--- config.mk ---
export PLATFORM = sky130hd
export DESIGN_NAME = alu_issue_arbiter
export DESIGN_NICKNAME = d
export VERILOG_FILES = /design/src/rtl/alu_issue_arbiter.sv
export SDC_FILE = /design/constraint.sdc
export NUM_CORES = 1
export LEC_CHECK = 0
export ABC_AREA = 1
export BUFFER_PORTS_ARGS = -buffer_cell sky130_fd_sc_hd__buf_2
export CAP_MARGIN = 20
export CORE_MARGIN = 2
export CORE_UTILIZATION = 35
export CTS_CLUSTER_SIZE = 25
export DETAILED_ROUTE_END_ITERATION = 10
export GPL_TIMING_DRIVEN = 0
export PLACE_DENSITY = 0.64
export SLEW_MARGIN = 20
export SYNTH_ARGS = -nofsm -noshare
export SYNTH_HDL_FRONTEND = slang
export SYNTH_SLANG_ARGS = --single-unit
--- constraint.sdc ---
create_clock -name clk -period 2.95 [get_ports clk]
set_input_delay 0.1475 -clock clk [delete_from_list [all_inputs] [get_ports clk]]
set_output_delay 0.1475 -clock clk [all_outputs]
set_load 0.01 [all_outputs]
--- src/rtl/alu_issue_arbiter.sv ---
// alu_issue_arbiter: two-port issue arbiter in front of the shared ALU stage.
// Define ALU_ARB_RR_EN for round-robin; default build is fixed priority.
module alu_issue_arbiter #(
  parameter int DATA_W  = 32,
  parameter int FUNCT_W = 6,
  parameter int LAT     = 1
) (
  input  logic               clk,
  input  logic               reset,
  input  logic               req0_valid,
  output logic               req0_ready,
  input  logic [1:0]         req0_alu_op,
  input  logic [FUNCT_W-1:0] req0_funct,
  input  logic [DATA_W-1:0]  req0_a,
  input  logic [DATA_W-1:0]  req0_b,
  input  logic [4:0]         req0_regD,
  input  logic               req1_valid,
  output logic               req1_ready,
  input  logic [1:0]         req1_alu_op,
  input  logic [FUNCT_W-1:0] req1_funct,
  input  logic [DATA_W-1:0]  req1_a,
  input  logic [DATA_W-1:0]  req1_b,
  input  logic [4:0]         req1_regD,
  output logic [DATA_W-1:0]  alu_a,
  output logic [DATA_W-1:0]  alu_b,
  output logic [1:0]         alu_op,
  output logic [FUNCT_W-1:0] alu_funct,
  input  logic [DATA_W-1:0]  alu_result,
  input  logic               alu_zero,
  output logic               rsp_valid,
  input  logic               rsp_ready,
  output logic               rsp_id,
  output logic [DATA_W-1:0]  rsp_data,
  output logic               rsp_zero,
  output logic [4:0]         rsp_regD
);

  localparam int CNT_W = $clog2(LAT + 1);
  localparam logic [CNT_W-1:0] CNT_INIT = CNT_W'(LAT - 1);

  typedef enum logic [1:0] {
    IDLE,
    EXEC,
    RESP
  } state_t;

  state_t             state_q, state_d;
  logic [CNT_W-1:0]   cnt_q, cnt_d;
  logic [DATA_W-1:0]  a_q, a_d;
  logic [DATA_W-1:0]  b_q, b_d;
  logic [DATA_W-1:0]  data_q, data_d;
  logic [1:0]         op_q, op_d;
  logic [FUNCT_W-1:0] funct_q, funct_d;
  logic [4:0]         regd_q, regd_d;
  logic               id_q, id_d;
  logic               zero_q, zero_d;
  logic               any_req;
  logic               gnt_id;

  assign any_req = req0_valid | req1_valid;

`ifdef ALU_ARB_RR_EN
  // prio_q names the favoured port; it flips away from each winner
  logic prio_q, prio_d;

  always_comb begin
    gnt_id = 1'b0;
    unique case (1'b1)
      req0_valid && req1_valid:  gnt_id = prio_q;
      !req0_valid && req1_valid: gnt_id = 1'b1;
      default:                   gnt_id = 1'b0;
    endcase
  end

  always_comb begin
    prio_d = prio_q;
    if (state_q == IDLE && any_req)
      prio_d = ~gnt_id;
  end

  always_ff @(posedge clk or negedge reset) begin
    if (!reset) prio_q <= 1'b0;
    else        prio_q <= prio_d;
  end
`else
  assign gnt_id = ~req0_valid;
`endif

  always_comb begin
    state_d    = state_q;
    cnt_d      = cnt_q;
    a_d        = a_q;
    b_d        = b_q;
    op_d       = op_q;
    funct_d    = funct_q;
    regd_d     = regd_q;
    id_d       = id_q;
    data_d     = data_q;
    zero_d     = zero_q;
    req0_ready = 1'b0;
    req1_ready = 1'b0;
    unique case (state_q)
      IDLE: begin
        if (any_req) begin
          // readys stay low while reset is asserted
          req0_ready = reset & ~gnt_id;
          req1_ready = reset & gnt_id;
          a_d        = gnt_id ? req1_a : req0_a;
          b_d        = gnt_id ? req1_b : req0_b;
          op_d       = gnt_id ? req1_alu_op : req0_alu_op;
          funct_d    = gnt_id ? req1_funct : req0_funct;
          regd_d     = gnt_id ? req1_regD : req0_regD;
          id_d       = gnt_id;
          cnt_d      = CNT_INIT;
          state_d    = EXEC;
        end
      end
      EXEC: begin
        if (cnt_q == '0) begin
          data_d  = alu_result;
          zero_d  = alu_zero;
          state_d = RESP;
        end else begin
          cnt_d = cnt_q - CNT_W'(1);
        end
      end
      RESP: begin
        if (rsp_ready)
          state_d = IDLE;
      end
      default: state_d = IDLE;
    endcase
  end

  always_ff @(posedge clk or negedge reset) begin
    if (!reset) begin
      state_q <= IDLE;
      cnt_q   <= '0;
      a_q     <= '0;
      b_q     <= '0;
      op_q    <= '0;
      funct_q <= '0;
      regd_q  <= '0;
      id_q    <= 1'b0;
      data_q  <= '0;
      zero_q  <= 1'b0;
    end else begin
      state_q <= state_d;
      cnt_q   <= cnt_d;
      a_q     <= a_d;
      b_q     <= b_d;
      op_q    <= op_d;
      funct_q <= funct_d;
      regd_q  <= regd_d;
      id_q    <= id_d;
      data_q  <= data_d;
      zero_q  <= zero_d;
    end
  end

  assign alu_a     = a_q;
  assign alu_b     = b_q;
  assign alu_op    = op_q;
  assign alu_funct = funct_q;
  assign rsp_valid = (state_q == RESP);
  assign rsp_id    = id_q;
  assign rsp_data  = data_q;
  assign rsp_zero  = zero_q;
  assign rsp_regD  = regd_q;

endmodule

After elaboration in Yosys (flattened, before gate mapping)
Index checks and enable logic that the tools add are counted.
Widths: inputs -> output; s select.
{"block": "word_totals", "input_bits": 192, "word_cells": 43, "ff_bits": 114, "output_inout_bits": 114}
{"block": "classes", "n_mux": 16, "reduce_logical": 6, "addsub": 1, "bitwise": 5, "n_eq_ne": 5}
{"op": "$mux 32", "count": 2}
{"op": "$mux 2", "count": 4}
{"op": "$mux 1", "count": 6}
{"op": "$mux 6", "count": 1}
{"op": "$pmux 2 s3", "count": 1}
{"op": "$reduce_and 2->1", "count": 3}
{"op": "$mux 5", "count": 1}
{"op": "$ne 2x2->1 const B", "count": 2}
{"op": "$reduce_and 3->1", "count": 1}
{"op": "$and 1x1->1", "count": 2}
{"op": "$eq 2x1->1 const B", "count": 1}
{"op": "$eq 2x2->1 const B", "count": 1}
{"op": "$logic_not 2->1", "count": 1}
{"op": "$ne 2x1->1 const B", "count": 1}
{"op": "$not 1->1", "count": 2}
{"op": "$pmux 1 s2", "count": 1}
{"op": "$reduce_bool 2->1", "count": 1}
{"op": "$or 1x1->1", "count": 1}
{"op": "$sub 1x1->1 const B", "count": 1}

Logic depth before layout (Yosys ltp)
{"block": "logic_depth", "word_depth": 4, "ltp_mapped": 8, "depth_no_buf": 5}

Worst setup path after synthesis
No wires, ideal clock.
{"block": "synth_timing", "kind": "flip-flop to flip-flop", "from": "register state_q[0]", "to": "register b_q[10] (netlist: alu_b[10])", "stages_incl_launch_ff": 8, "arrival_time_ps": 1097, "synth_period_minus_slack_ps": 1214, "n_path_buf": 3, "setup_time_ps": 116, "setup_slack_ps": 1736, "path_cell_list": "dfrtp_1 -> buf_6 -> nor2_2 -> nand2_2 -> buf_4 -> buf_4 -> nand2_1 -> nand2_1"}
{"block": "synth_via", "elab_chain_len": 2}
{"element": "start, declared", "line_no": "47", "rtl": "state_t state_q, state_d;"}
{"element": "start signal, assigned", "line_no": "148", "rtl": "state_q <= state_d;"}
{"element": "$logic_not 2->1", "line_no": "102", "rtl": "unique case (state_q)"}
{"element": "$reduce_and 2->1 (no source line)"}
{"element": "end signal, assigned", "line_no": "140", "rtl": "b_q <= '0;"}
{"element": "end signal, assigned", "line_no": "151", "rtl": "b_q <= b_d;"}
{"element": "end, declared", "line_no": "50", "rtl": "logic [DATA_W-1:0] b_q, b_d;"}
No other way between the ends.
A chain may end at the register's enable or synchronous reset.

Worst setup path in the final report
{"block": "layout_timing", "from": "input port reset", "to": "output port req0_ready"}
{"block": "layout_via", "elab_chain_len": 3}
{"element": "start, declared", "line_no": "9", "rtl": "input logic reset,"}
{"element": "$and 1x1->1", "line_no": "106", "rtl": "req0_ready = reset & ~gnt_id;"}
{"element": "$mux 1", "line_no": "104", "rtl": "if (any_req) begin"}
{"element": "$mux 1", "line_no": "102"}
{"element": "end, declared", "line_no": "11", "rtl": "output logic req0_ready,"}
No other way between the ends.

==> key figures <==
Hold path
  • Hold Path Origin: req1_b[13]
  • Worst hold path class: input pin to register

Die
  • DIE HEIGHT: 127 um
  • Io pins: 306
  • Total core area: 0.0146 mm2
  • Total die area: 0.0162 mm2
  • Die width: 127 um
  • Initial Util: 36.2%
  • Number of cell rows: 44

Cells and area
  • Commonest cells after routing, fill and taps aside: nand2_1 (533), buf_2 (320), dfrtp_1 (113)
  • Share of layout cells above drive strength 1: 33.5%
  • Multi-input gate area: 0.00222 mm2
  • Layout Nets: 1,288
  • Most common cell after layout, fill and taps aside: nand2_1
  • Non-Filler Instances: 1,293
  • Ant diodes: 0
  • Register Area: 0.00283 mm2
  • Fill cells: 1,462
  • Synth-to-layout area growth: 52.3%

Power and ir drop
  • PD cells: 1000 mW/mm2
  • Tot Pwr: 8.08 mW
  • Worst-case vdd ir drop: 0.392 mV
  • Leakage: 4.92 nW

Worst setup path
  • Buf/Inv on CP: 5
  • CP max FO: 66
  • FF-to-FF Start: state_q[0]
  • Slowest CP cell: dlygate4sd3_1
  • Slowest Stage Delay on Critical Path: 0.54 ns
  • Crit path DAT: 1.93 ns
  • CP cell instances: dlygate4sd3_1 -> buf_6 -> buf_16 -> inv_1 -> nor3_1 -> buf_2
  • Startpoint Class: input pin
  • CP Class: input pin to output pin
  • CP Capture Type: output pin
  • Crit path launch: reset
  • WP data required: 2.80 ns
  • CP top delay family: buffers and inverters

Route
  • Vias/cell: 4.50
  • Vias: 5,823
  • Antenna Nets Post-Route: 0
  • Top sig layer: met4
  • Drt total wl: 17,600 um
  • 1st-iter DRT viols: 302
  • M1 wire length: 7360 um
  • WL met2: 8460 um
  • Avg WL per Cell: 13.6 um
  • Router iterations before antenna repair: 4
  • Drt drc: 0
  • DR WL met3: 1360 um

Clock tree
  • CTS H-tree depth: 4
  • Clock-pin slew on the worst setup and hold paths: 0.06 ns
  • CTS Root Buffer Type: clkbuf_16
  • Clock Latency Late Sink: 0.41 ns
  • Post-CTS resize count: 0
  • CTS max path bufs: 2
  • Setup bufs post-CTS: 0
  • Clk sink count: 113
  • CTS tree: done
  • CTS buffer count: 17

Timing
  • Setup-failing EPs final: 0
  • Fmax: 482 MHz
  • Least-Margin Pin Slew: 0.497 ns
  • Unrepaired setup endpoints after global routing: no
  • Final worst slack: 0.876 ns
  • Slew headroom: 66.8%
  • Final Critical Period: 2.07 ns
  • WHS: 0.0248 ns
  • Clock skew: 0.00533 ns
  • Fin. max-slew vios: 0
  • Setup TNS: 0 ns
  • Fin crit share: 70.3%
  • Fin. Hold Viols: 0

Synthesis
  • Mapped Cells: 737
  • Synth Net Count: 929
  • Synth warn: 0
  • Mapped Area: 0.00531 mm2
  • Yosys reg bits: 113
  • Sequential area share after synthesis: 53.3%
  • Post-synth cell types: 17
  • Post-Syn Area per Cell: 7.20 um2

GRT
  • Vias in the first global route: 5,820
  • First-pass GRT wire length: 28,800 um
  • Overflow after GRT: 0
  • GRT Util Overall: 22.6%
  • Initial antenna violation count: 0
  • Largest net degree at the start of global routing: 67

Placement
  • Placed Cells incl. Taps: 1,226
  • HPWL after DPL: 13,000 um
  • IO Port Bufs: 304
  • Final Wtd Congestion: 0.816
  • Place WS: 1.39 ns

Job
  • Max-cap violations: 0

Run status
  • Run status: completed
==> tightest hold or removal path, delay by kind of cell <==
| family | cells | cell delay, ns |
|---|---|---|
| buffers and inverters | 1 | 0.07 |
| and+or+nand+nor | 4 | 0.18 |
==> layout make-up <==
cell class	instances	share of cell area [%]
Buffer	43	2.90
Clock buffer	19	5.61
Clock inverter	13	2.29
Inverter	6	0.310
Multi-Input combinational cell	575	27.5
Sequential cell	113	35.0
Tap cell	184	2.85
Timing Repair Buffer	340	23.6
==> what timing repair did <==
action / 4_1_cts / 5_1_grt
setup endpoints to repair: 0 / 0
hold buffers: 35 / 0
hold endpoints to repair: 82 / 0
==> final timing paths <==
check                                    end  slack (ns)  cells past startpoint
worst max-delay path              req0_ready        0.88                      6
worst max register to register     alu_b[17]        1.48                      7
min in group asynchronous          alu_a[10]        0.24                      2
max in group asynchronous       rsp_data[10]        2.00                      3
worst min register to register  rsp_data[16]        0.46                      2
worst min-delay path               alu_b[13]        0.02                      5
==> stage by stage <==
| stage | util, % | area [um2] |
|---|---|---|
| final | 55.2 | 8080 |
| after global routing | 55.2 | 8080 |
| after floorplan | - | 5310 |
| after CTS | 55.2 | 8080 |
| after detailed placement | 48.4 | 7090 |
| after global placement | 48.2 | 7060 |
==> power by group <==
| group | internal (mW) | switching [mW] | leakage [nW] |
|---|---|---|---|
| logic | 1.22 | 1.98 | 3.22 |
| clock network | 1.46 | 0.748 | 0.297 |
| registers | 2.30 | 0.375 | 1.40 |
==> state kept, by name, indices dropped and copies added, names as in the netlist <==
register,flops
state_q,2
rsp_id,1
alu_funct,6
rsp_zero,1
rsp_data,32
alu_op,2
alu_a,32
rsp_regD,5
alu_b,32
==> Yosys cell counts, drive strengths merged <==
library cell,count,area (um2)
nand2,534,2010
dfrtp,113,2830
nand3,34,170
buf,25,156
clkbuf,18,77.6
inv,6,25.0
nor2,5,31.3
nor3,1,5.00
o21ai,1,5.00
==> cell families (layout without fill, tap and decap cells) <==
kind of cell | Yosys count | after routing | synth area share, %
buffers and inverters | 49 | 421 | 4.88
and+or+nand+nor | 574 | 574 | 41.7
AOI/OAI and AO/OA | 1 | 1 | 0.0942
DFF | 113 | 113 | 53.3
==> routing by layer <==
| layer | vias to the layer above | track usage (%) |
|---|---|---|
| met1 | 2608 | 27.0 |
| li1 | 2952 | - |
| met2 | 229 | 38.3 |
| met5 | - | 0 |
| met3 | 34 | 7.37 |
| met4 | 0 | 8.02 |
Note: power is estimated with default switching activity, not from simulation.
